--- config.mk ---
export PLATFORM = sky130hd
export DESIGN_NAME = video_timing_generator_param
export DESIGN_NICKNAME = d
export VERILOG_FILES = /design/src/rtl/video_timing_generator_param.sv
export SDC_FILE = /design/constraint.sdc
export NUM_CORES = 1
export LEC_CHECK = 0
export ABC_AREA = 1
export BUFFER_PORTS_ARGS = -buffer_cell sky130_fd_sc_hd__buf_4
export CAP_MARGIN = 20
export CORE_MARGIN = 2
export CORE_UTILIZATION = 62
export DETAILED_ROUTE_END_ITERATION = 16
export PLACE_DENSITY = 0.93
export SKIP_LAST_GASP = 1
export SLEW_MARGIN = 20
export SYNTH_ARGS = -nofsm -noshare
export SYNTH_HDL_FRONTEND = slang
export SYNTH_SLANG_ARGS = --single-unit
--- constraint.sdc ---
create_clock -name clk -period 5.4 [get_ports clk]
set_input_delay 0.81 -clock clk [delete_from_list [all_inputs] [get_ports clk]]
set_output_delay 0.81 -clock clk [all_outputs]
set_load 0.005 [all_outputs]
--- src/rtl/video_timing_generator_param.sv ---
// -----------------------------------------------------------------------------
// video_timing_generator_param
//
// Purpose:
//   A raster timing generator with parameters, whose timing can be reprogrammed
//   at runtime. Horizontal and vertical counters follow an "active" timing set.
//   A new set arrives over a valid/ready config port and is held in a pending
//   (shadow) register. It is copied into the active set only at a frame
//   boundary, or at once while the raster is idle (enable low).
//   Every raster output is registered. Outputs in cycle n reflect the counters
//   in cycle n-1.
//
// Optional feature macro: VTG_LINE_IRQ_EN
//   When defined, this adds the inputs irq_line and irq_en and the output
//   line_irq. line_irq is a one-cycle pulse at the start of line irq_line.
//
// Ports:
//   clk          pixel clock
//   rst_n        synchronous active-low reset
//   enable       run counters; low holds the raster idle at (0,0)
//   cfg_valid    config request
//   cfg_ready    config slot free (no pending config)
//   cfg_h        {hd,hf,hs,hb}, hd in the MSBs
//   cfg_v        {vd,vf,vs,vb}, vd in the MSBs
//   cfg_err      one-cycle pulse: offered config rejected
//   pixel_x/y    coordinate inside the visible area, else 0
//   hsync/vsync  sync outputs, active level set by HS_POL/VS_POL
//   display_en   visible-area flag
//   hblank       h_count >= hd
//   vblank       v_count >= vd
//   line_start   pulse for h_count == 0
//   frame_start  pulse for (h_count, v_count) == (0,0)
//   frame_count  completed frames, wraps
//
// Config handshake:
//   A transfer happens on cfg_valid && cfg_ready in a clock cycle.
//   A legal config is latched into the pending register, and cfg_ready drops
//   in the next cycle. An illegal config is dropped: cfg_err pulses and
//   cfg_ready stays high. cfg_ready returns high in the cycle after the
//   pending set is applied.
// -----------------------------------------------------------------------------
module video_timing_generator_param #(
    parameter int CW     = 12,
    parameter int FCW    = 16,
    parameter int DEF_HD = 640,
    parameter int DEF_HF = 16,
    parameter int DEF_HS = 96,
    parameter int DEF_HB = 48,
    parameter int DEF_VD = 480,
    parameter int DEF_VF = 10,
    parameter int DEF_VS = 2,
    parameter int DEF_VB = 33,
    parameter bit HS_POL = 1'b0,
    parameter bit VS_POL = 1'b0
) (
    input  logic            clk,
    input  logic            rst_n,
    input  logic            enable,
    input  logic            cfg_valid,
    output logic            cfg_ready,
    input  logic [4*CW-1:0] cfg_h,
    input  logic [4*CW-1:0] cfg_v,
    output logic            cfg_err,
    output logic [CW-1:0]   pixel_x,
    output logic [CW-1:0]   pixel_y,
    output logic            hsync,
    output logic            vsync,
    output logic            display_en,
    output logic            hblank,
    output logic            vblank,
    output logic            line_start,
    output logic            frame_start,
    output logic [FCW-1:0]  frame_count
`ifdef VTG_LINE_IRQ_EN
    ,
    input  logic [CW-1:0]   irq_line,
    input  logic            irq_en,
    output logic            line_irq
`endif
);

    // Totals are carried in CW+1 bits. Incoming sums use CW+2 bits, because
    // four CW-bit fields can reach almost 4*2^CW before the range check.
    localparam int TW = CW + 1;
    localparam int EW = CW + 2;
    localparam logic [EW-1:0] TOT_MAX = EW'(1) << CW;

    localparam logic [CW-1:0] D_HD = CW'(DEF_HD);
    localparam logic [CW-1:0] D_HF = CW'(DEF_HF);
    localparam logic [CW-1:0] D_HS = CW'(DEF_HS);
    localparam logic [CW-1:0] D_HB = CW'(DEF_HB);
    localparam logic [CW-1:0] D_VD = CW'(DEF_VD);
    localparam logic [CW-1:0] D_VF = CW'(DEF_VF);
    localparam logic [CW-1:0] D_VS = CW'(DEF_VS);
    localparam logic [CW-1:0] D_VB = CW'(DEF_VB);

    // ------------------------------------------------------------------
    // Timing registers: the active set, and the pending set from the port
    // ------------------------------------------------------------------
    logic [CW-1:0] act_hd, act_hf, act_hs, act_hb;
    logic [CW-1:0] act_vd, act_vf, act_vs, act_vb;
    logic [CW-1:0] pend_hd, pend_hf, pend_hs, pend_hb;
    logic [CW-1:0] pend_vd, pend_vf, pend_vs, pend_vb;
    logic          pend_valid;

    // Raster counters and the internal completed-frame counter
    logic [CW-1:0]  h_count;
    logic [CW-1:0]  v_count;
    logic [FCW-1:0] frame_cnt;

    // ------------------------------------------------------------------
    // Incoming config decode and legality check
    // ------------------------------------------------------------------
    logic [CW-1:0] in_hd, in_hf, in_hs, in_hb;
    logic [CW-1:0] in_vd, in_vf, in_vs, in_vb;
    logic [EW-1:0] in_htot, in_vtot;
    logic          cfg_bad;
    logic          cfg_fire;

    assign in_hd = cfg_h[4*CW-1 -: CW];
    assign in_hf = cfg_h[3*CW-1 -: CW];
    assign in_hs = cfg_h[2*CW-1 -: CW];
    assign in_hb = cfg_h[CW-1:0];
    assign in_vd = cfg_v[4*CW-1 -: CW];
    assign in_vf = cfg_v[3*CW-1 -: CW];
    assign in_vs = cfg_v[2*CW-1 -: CW];
    assign in_vb = cfg_v[CW-1:0];

    assign in_htot = EW'(in_hd) + EW'(in_hf) + EW'(in_hs) + EW'(in_hb);
    assign in_vtot = EW'(in_vd) + EW'(in_vf) + EW'(in_vs) + EW'(in_vb);

    // A zero display or sync width gives no usable raster. A total above
    // 2^CW cannot be reached by a CW-bit counter.
    assign cfg_bad = (in_hd == '0) || (in_hs == '0) ||
                     (in_vd == '0) || (in_vs == '0) ||
                     (in_htot > TOT_MAX) || (in_vtot > TOT_MAX);

    // The slot is free whenever nothing is pending
    assign cfg_ready = ~pend_valid;
    assign cfg_fire  = cfg_valid && cfg_ready;

    // ------------------------------------------------------------------
    // Derived totals and raster position decode
    // ------------------------------------------------------------------
    logic [TW-1:0] htot, vtot;
    logic [TW-1:0] h_ext, v_ext;
    logic [TW-1:0] hs_lo, hs_hi, vs_lo, vs_hi;
    logic          h_last, v_last;
    logic          frame_end;
    logic          apply_now;

    assign htot  = TW'(act_hd) + TW'(act_hf) + TW'(act_hs) + TW'(act_hb);
    assign vtot  = TW'(act_vd) + TW'(act_vf) + TW'(act_vs) + TW'(act_vb);
    assign h_ext = TW'(h_count);
    assign v_ext = TW'(v_count);

    assign h_last    = (h_ext == htot - TW'(1));
    assign v_last    = (v_ext == vtot - TW'(1));
    assign frame_end = enable && h_last && v_last;

    // Pending timing takes over as the last pixel of a frame ends, so the
    // counters wrap straight into the new geometry. When idle, the counters
    // already sit at (0,0), so the new timing can be applied at once.
    assign apply_now = pend_valid && (frame_end || !enable);

    assign hs_lo = TW'(act_hd) + TW'(act_hf);
    assign hs_hi = hs_lo + TW'(act_hs);
    assign vs_lo = TW'(act_vd) + TW'(act_vf);
    assign vs_hi = vs_lo + TW'(act_vs);

    // ------------------------------------------------------------------
    // Config path: pending capture, apply, error pulse
    // ------------------------------------------------------------------
    always_ff @(posedge clk) begin
        if (!rst_n) begin
            act_hd     <= D_HD;
            act_hf     <= D_HF;
            act_hs     <= D_HS;
            act_hb     <= D_HB;
            act_vd     <= D_VD;
            act_vf     <= D_VF;
            act_vs     <= D_VS;
            act_vb     <= D_VB;
            pend_hd    <= '0;
            pend_hf    <= '0;
            pend_hs    <= '0;
            pend_hb    <= '0;
            pend_vd    <= '0;
            pend_vf    <= '0;
            pend_vs    <= '0;
            pend_vb    <= '0;
            pend_valid <= 1'b0;
            cfg_err    <= 1'b0;
        end else begin
            cfg_err <= cfg_fire && cfg_bad;
            // apply_now and cfg_fire are mutually exclusive: apply needs a
            // pending set, which holds cfg_ready low.
            if (apply_now) begin
                act_hd     <= pend_hd;
                act_hf     <= pend_hf;
                act_hs     <= pend_hs;
                act_hb     <= pend_hb;
                act_vd     <= pend_vd;
                act_vf     <= pend_vf;
                act_vs     <= pend_vs;
                act_vb     <= pend_vb;
                pend_valid <= 1'b0;
            end else if (cfg_fire && !cfg_bad) begin
                pend_hd    <= in_hd;
                pend_hf    <= in_hf;
                pend_hs    <= in_hs;
                pend_hb    <= in_hb;
                pend_vd    <= in_vd;
                pend_vf    <= in_vf;
                pend_vs    <= in_vs;
                pend_vb    <= in_vb;
                pend_valid <= 1'b1;
            end
        end
    end

    // ------------------------------------------------------------------
    // Raster counters
    // ------------------------------------------------------------------
    always_ff @(posedge clk) begin
        if (!rst_n) begin
            h_count   <= '0;
            v_count   <= '0;
            frame_cnt <= '0;
        end else if (!enable) begin
            h_count <= '0;
            v_count <= '0;
        end else if (h_last) begin
            h_count <= '0;
            if (v_last) begin
                v_count   <= '0;
                frame_cnt <= frame_cnt + FCW'(1);
            end else begin
                v_count <= v_count + CW'(1);
            end
        end else begin
            h_count <= h_count + CW'(1);
        end
    end

    // ------------------------------------------------------------------
    // Next-value decode for the registered outputs
    // ------------------------------------------------------------------
    logic          h_vis, v_vis, vis;
    logic          nxt_hsync, nxt_vsync;
    logic          nxt_disp, nxt_hblank, nxt_vblank;
    logic          nxt_lstart, nxt_fstart;
    logic [CW-1:0] nxt_px, nxt_py;
`ifdef VTG_LINE_IRQ_EN
    logic          nxt_irq;
`endif

    assign h_vis = (h_ext < TW'(act_hd));
    assign v_vis = (v_ext < TW'(act_vd));
    assign vis   = h_vis && v_vis;

    always_comb begin
        nxt_px     = '0;
        nxt_py     = '0;
        nxt_disp   = 1'b0;
        nxt_hblank = 1'b1;
        nxt_vblank = 1'b1;
        nxt_hsync  = ~HS_POL;
        nxt_vsync  = ~VS_POL;
        nxt_lstart = 1'b0;
        nxt_fstart = 1'b0;
`ifdef VTG_LINE_IRQ_EN
        nxt_irq    = 1'b0;
`endif
        if (enable) begin
            nxt_disp   = vis;
            nxt_px     = vis ? h_count : '0;
            nxt_py     = vis ? v_count : '0;
            nxt_hblank = ~h_vis;
            nxt_vblank = ~v_vis;
            nxt_hsync  = ((h_ext >= hs_lo) && (h_ext < hs_hi)) ? HS_POL : ~HS_POL;
            nxt_vsync  = ((v_ext >= vs_lo) && (v_ext < vs_hi)) ? VS_POL : ~VS_POL;
            nxt_lstart = (h_count == '0);
            nxt_fstart = (h_count == '0) && (v_count == '0);
`ifdef VTG_LINE_IRQ_EN
            // v_count never reaches vtot, so irq_line >= vtot cannot match
            nxt_irq    = irq_en && (h_count == '0) && (v_count == irq_line);
`endif
        end
    end

    // ------------------------------------------------------------------
    // Output registers
    // ------------------------------------------------------------------
    always_ff @(posedge clk) begin
        if (!rst_n) begin
            pixel_x     <= '0;
            pixel_y     <= '0;
            display_en  <= 1'b0;
            hblank      <= 1'b0;
            vblank      <= 1'b0;
            hsync       <= ~HS_POL;
            vsync       <= ~VS_POL;
            line_start  <= 1'b0;
            frame_start <= 1'b0;
            frame_count <= '0;
`ifdef VTG_LINE_IRQ_EN
            line_irq    <= 1'b0;
`endif
        end else begin
            pixel_x     <= nxt_px;
            pixel_y     <= nxt_py;
            display_en  <= nxt_disp;
            hblank      <= nxt_hblank;
            vblank      <= nxt_vblank;
            hsync       <= nxt_hsync;
            vsync       <= nxt_vsync;
            line_start  <= nxt_lstart;
            frame_start <= nxt_fstart;
            // Delayed with the other outputs so the count advances on the
            // same cycle that frame_start opens the next frame.
            frame_count <= frame_cnt;
`ifdef VTG_LINE_IRQ_EN
            line_irq    <= nxt_irq;
`endif
        end
    end

endmodule

# Word-level counts from Yosys, hierarchy flattened
# Index checks and enable logic that the tools add are counted.
# word_totals
regBits,281
inputBits,100
output_inout_bits,49
# classes
bitwise,6
n_reduce_logical,30
magnitude_cmp,8
muxes,5
eq_ne,2
add_sub_neg,17
# op_table
operator,n
12-bit logical NOT,6
12-bit by 12-bit adder with 13-bit output,4
13-bit by 12-bit adder with 13-bit output,4
13-bit by 12-bit adder with 14-bit output,2
14-bit by 12-bit adder with 14-bit output,2
14-bit by 13-bit > comparator with 1-bit output (second input constant),2
12-bit by 13-bit equality test with 1-bit output,2
12-bit by 13-bit greater-or-equal comparator with 1-bit output,2
12-bit by 13-bit less-than comparator with 1-bit output,2
13-bit by 1-bit subtractor with 13-bit output (second input constant),2
12-bit by 1-bit adder with 12-bit output (second input constant),2
12-bit less-than comparator,2
16-bit by 1-bit adder with 16-bit output (second input constant),1
12-bit 2-to-1 mux,1
1-bit logical AND,10
1-bit logical OR,6
1-bit inverter,6
3-bit AND reduction,2
1-bit 2-to-1 mux,4
2-bit AND reduction,2
3-bit OR reduction,1
1-bit logical NOT,2
2-bit OR reduction,1

# Logic depth before layout (Yosys ltp)
# depth
word_depth,11
ltp_mapped,39
mapped_depth_nobuf,37

# Worst setup path after synthesis
# No wires, ideal clock.
# synth_path
path_type,reg-to-reg
start,reg act_hd[0]
end,reg act_hb[0]
setup_ns,0.115
period_less_slack_ns,4.818
stages_incl_launch_ff,36
path_slack_ns,0.582
n_path_buf,2
arrival_ns,4.703
path_cell_list,dfxtp_1 -> ha_1 -> inv_1 -> fa_1 -> inv_1 -> nand2_1 -> nand2_1 -> o21ai_1 -> o21ai_0 -> xor2_1 -> ha_1 -> a21oi_1 -> o21ai_0 -> a21oi_1 -> o21ai_0 -> nand2_1 -> inv_1 -> o21ai_0 -> nand2_1 -> xor2_1 -> ha_1 -> inv_1 -> ha_1 -> xor2_1 -> inv_1 -> nand4_1 -> nand2_1 -> nand4_2 -> nor2_8 -> nand2_4 -> nand2_4 -> buf_12 -> buf_6 -> nand3_1 -> nand2_1 -> nor2_1
# synth_via
elab_chain_len,9
# synth_rtl
item,line,text
from (decl),100,"logic [CW-1:0] act_hd, act_hf, act_hs, act_hb;"
from (signal assigned),199,act_hd <= pend_hd;
12-bit by 12-bit adder with 13-bit output,152,assign htot = TW'(act_hd) + TW'(act_hf) + TW'(act_hs) + TW'(act_hb);
13-bit by 12-bit adder with 13-bit output (2 in a row),152,
13-bit by 1-bit subtractor with 13-bit output,157,assign h_last = (h_ext == htot - TW'(1));
12-bit by 13-bit equality test with 1-bit output,157,
1-bit logical AND (2 in a row),159,assign frame_end = enable && h_last && v_last;
1-bit logical OR,164,assign apply_now = pend_valid && (frame_end || !enable);
1-bit logical AND,164,
to (signal assigned),202,act_hb <= pend_hb;
to (decl),100,
# No other way between the ends.
# A chain may end at the register's enable or synchronous reset.

# Worst setup path in the final report
# layout_path
start,reg act_vd[2]
end,reg act_hf[6]
# layout_via
elab_chain_len,8
# layout_rtl
item,line,text
from (decl),101,"logic [CW-1:0] act_vd, act_vf, act_vs, act_vb;"
from (signal assigned),203,act_vd <= pend_vd;
12-bit by 12-bit adder with 13-bit output,153,assign vtot = TW'(act_vd) + TW'(act_vf) + TW'(act_vs) + TW'(act_vb);
13-bit by 12-bit adder with 13-bit output (2 in a row),153,
13-bit by 1-bit subtractor with 13-bit output,158,assign v_last = (v_ext == vtot - TW'(1));
12-bit by 13-bit equality test with 1-bit output,158,
1-bit logical AND,159,
1-bit logical OR,164,
1-bit logical AND,164,
to (signal assigned),200,act_hf <= pend_hf;
to (decl),100,
# No other way between the ends.

==> flow_metrics.tcl <==
set metrics [dict create \
    status "completed" \
    cts.sinks 281 \
    syn_avg_cell_area_um2 6.837 \
    overflow 0 \
    yosysSeqAreaShare 0.2774 \
    nets 3425 \
    maxSlewViolCount 0 \
    gp_congestion 0.9602 \
    clk-insertion-delay-late_ns 0.57 \
    die_h_um 184.9 \
    drive_above_1_share 0.1119 \
    hold_path.class "reg -> reg" \
    numCtsBuffers 28 \
    leakage_nw 11.15 \
    cts.clk_slew.worst_paths_ns 0.07 \
    antenna_found_initial 0 \
    crit_top_cell "nand2_1" \
    tightest_slew_ns 1.077 \
    ys_warn_count 0 \
    post-route-period-util 0.9909 \
    grt_pass1_wl_um 88040 \
    total_power_mw 8.725 \
    grt_usage 0.3133 \
    synth_area_um2 20280 \
    reg_top3 "frame_cnt (16), frame_count (16)" \
    end_kind "register" \
    wl_per_cell_um 15.78 \
    relSlewSlack 0.2818 \
    finalCriticalPeriod_ns 5.351 \
    final_util 0.7194 \
    ys.flop_type "dfxtp_1" \
    die_area_um2 34170 \
    critical_path_arrival_ns 5.81 \
    crit_start "act_vd[2]" \
    power.density_nw_per_um2 374.6 \
    first_pass_iters 9 \
    synth_seq_cells 281 \
    ios 149 \
    area_growth_pct 14.84 \
    portBuffers 148 \
    wl_um 55930 \
    tns_ns 0 \
    dp_hpwl_um 41320 \
    r2r_start "act_vd[2]" \
    via_per_inst 5.553 \
    routed-wl-met3_um 4220 \
    core-area_um2 32370 \
    grt_pass1_vias 18770 \
    via_count 19670 \
    cts_hold_buf 0 \
    synth_edf_count 0 \
    syn-num-nets 3311 \
    wl_met1_um 23900 \
    cts_tree "yes" \
    irDropWorstVdd_v 0.0002094 \
    max_cap_viol_count 0 \
    n_antenna_cell 0 \
    cts_root_buffer "clkbuf_16" \
    skew_ns 0.01839 \
    initial_core_util 0.6265 \
    die_w_um 184.9 \
    cts_buffer_depth 3 \
    drt_iter0_markers 1751 \
    ant_nets 0 \
    startpoint_type "register" \
    min-delay-start "frame_cnt[13]" \
    hold_ws_ns 0.4501 \
    required_ns 5.86 \
    cp_slowest_cell "ha_1" \
    top_layer "met4" \
    max_stage_delay_ns 0.37 \
    setup_viol 0 \
    fmax_ghz 0.1869 \
    hold_viol 0 \
    worstSetupPathType "reg -> reg" \
    async_reset_ff_frac 0 \
    drc 0 \
    htree_levels 1 \
    wl_met2_um 25590 \
    postSynthCellCount 2966 \
    synth_cell_type_count 51 \
    num_rows 66 \
    grt_start_max_net_pins 107 \
    path_max_fanout 16 \
]
==> area by class of cell <==
cell class / instances / area (um^2)
fill: 2511 / 9082
sequential: 281 / 5632
inverter: 510 / 1914
timing repair buffer: 193 / 1680
tap: 442 / 553.0
multi-input combinational: 2066 / 12580
clock inverter: 11 / 96.34
clock buffer: 40 / 837.1
==> worst paths after layout <==
check                                        to  slack (ns)  depth (start not counted)
worst max-delay path                  act_hf[6]        0.05                         32
worst min-delay path            frame_count[13]        0.45                          2
worst max register to register        act_hf[6]        0.05                         32
worst min register to register  frame_count[13]        0.45                          2
==> power breakdown <==
part	leakage, nW	switching (mW)	internal (mW)
Combinational	8.41	2.77	1.64
Sequential	2.27	0.128	2.23
Clock	0.465	0.833	1.13
Total	11.2	3.73	5.00
==> synth_stat cells, types with 5 or more instances <==
| library cell | number | share of area |
|---|---|---|
| a31oi_1 | 5 | 0.0015 |
| dfxtp_1 | 281 | 0.28 |
| nor2_1 | 418 | 0.077 |
| a21o_1 | 7 | 0.0026 |
| o21ai_1 | 5 | 0.0012 |
| inv_2 | 8 | 0.0015 |
| buf_4 | 6 | 0.0022 |
| xor2_1 | 72 | 0.031 |
| nor3_1 | 33 | 0.0081 |
| nand2_2 | 5 | 0.0015 |
| buf_6 | 13 | 0.0072 |
| buf_2 | 22 | 0.0054 |
| clkbuf_1 | 39 | 0.0072 |
| a21oi_1 | 184 | 0.045 |
| buf_1 | 29 | 0.0054 |
| xnor2_1 | 26 | 0.011 |
| nor4_1 | 12 | 0.0037 |
| nand3_1 | 226 | 0.056 |
| nand2_1 | 583 | 0.11 |
| fa_1 | 54 | 0.053 |
| ha_1 | 191 | 0.12 |
| nand3b_1 | 15 | 0.0056 |
| o21bai_1 | 10 | 0.0037 |
| inv_1 | 502 | 0.093 |
| o21ai_0 | 32 | 0.0079 |
| nand4_1 | 136 | 0.042 |
| a21oi_2 | 11 | 0.0048 |
==> metal layers <==
layer	track usage	up-vias
li1	-	9661
met5	0	-
met2	0.5296	872
met3	0.03952	189
met4	0.1079	0
met1	0.4135	8952
==> worst max-delay path: cells and delay by family, from the launching register on <==
family	cells	cell delay, ns
simple gates	16	1.79
fa+ha+maj	4	1.24
compound gates	7	1.08
xor+xnor	2	0.41
buf+inv	3	0.38
flops	1	0.34
==> metrics by stage <==
step / std cells / worst slack, ns / instance area [um^2]
CTS: 3520 / -0.05870 / 22610
finish: 3543 / 0.04889 / 23290
floorplan: 2966 / 0.5824 / 20280
global placement: 3466 / 0.1863 / 21570
detailed placement: 3466 / -0.04697 / 21570
global route: 3543 / -0.2525 / 23290
==> kinds of logic after synthesis <==
group | Yosys count | share of synthesized area
AND/OR/NAND/NOR | 1452 | 0.3125
buffers and inverters | 621 | 0.1236
flip-flops | 281 | 0.2774
AO/OA/AOI/OAI | 269 | 0.07305
adder cells (fa/ha/maj) | 245 | 0.1712
XOR/XNOR | 98 | 0.04232
==> cell usage in the layout, fill, tap and decap left out, types with 5 or more instances in the layout <==
| cell | n |
|---|---|
| inv_1 | 500 |
| a21oi_1 | 172 |
| ha_4 | 12 |
| fa_1 | 52 |
| a21oi_2 | 22 |
| nor2_1 | 414 |
| o21bai_1 | 10 |
| xnor2_1 | 25 |
| nor3_1 | 31 |
| nand2_8 | 5 |
| nand3_2 | 8 |
| buf_4 | 176 |
| nor2_4 | 6 |
| nand4_1 | 136 |
| inv_2 | 10 |
| o21ai_2 | 5 |
| o21ai_1 | 9 |
| a31oi_1 | 5 |
| nand2_2 | 14 |
| clkbuf_8 | 7 |
| a21o_1 | 7 |
| clkinv_2 | 6 |
| clkbuf_16 | 34 |
| dfxtp_1 | 278 |
| o21ai_0 | 24 |
| nand3_1 | 221 |
| nand3b_1 | 15 |
| nor4_1 | 12 |
| ha_1 | 177 |
| xor2_1 | 69 |
| nand2_1 | 573 |
==> repair_timing <==
item | CTS | global route
endpoints found under the setup margin | 72 | 137
gates cloned | 2 | 8
pin swaps | 1 | 34
buffers inserted | 1 | 15
resized for setup | 4 | 90
(Power assumes the default switching activity.)
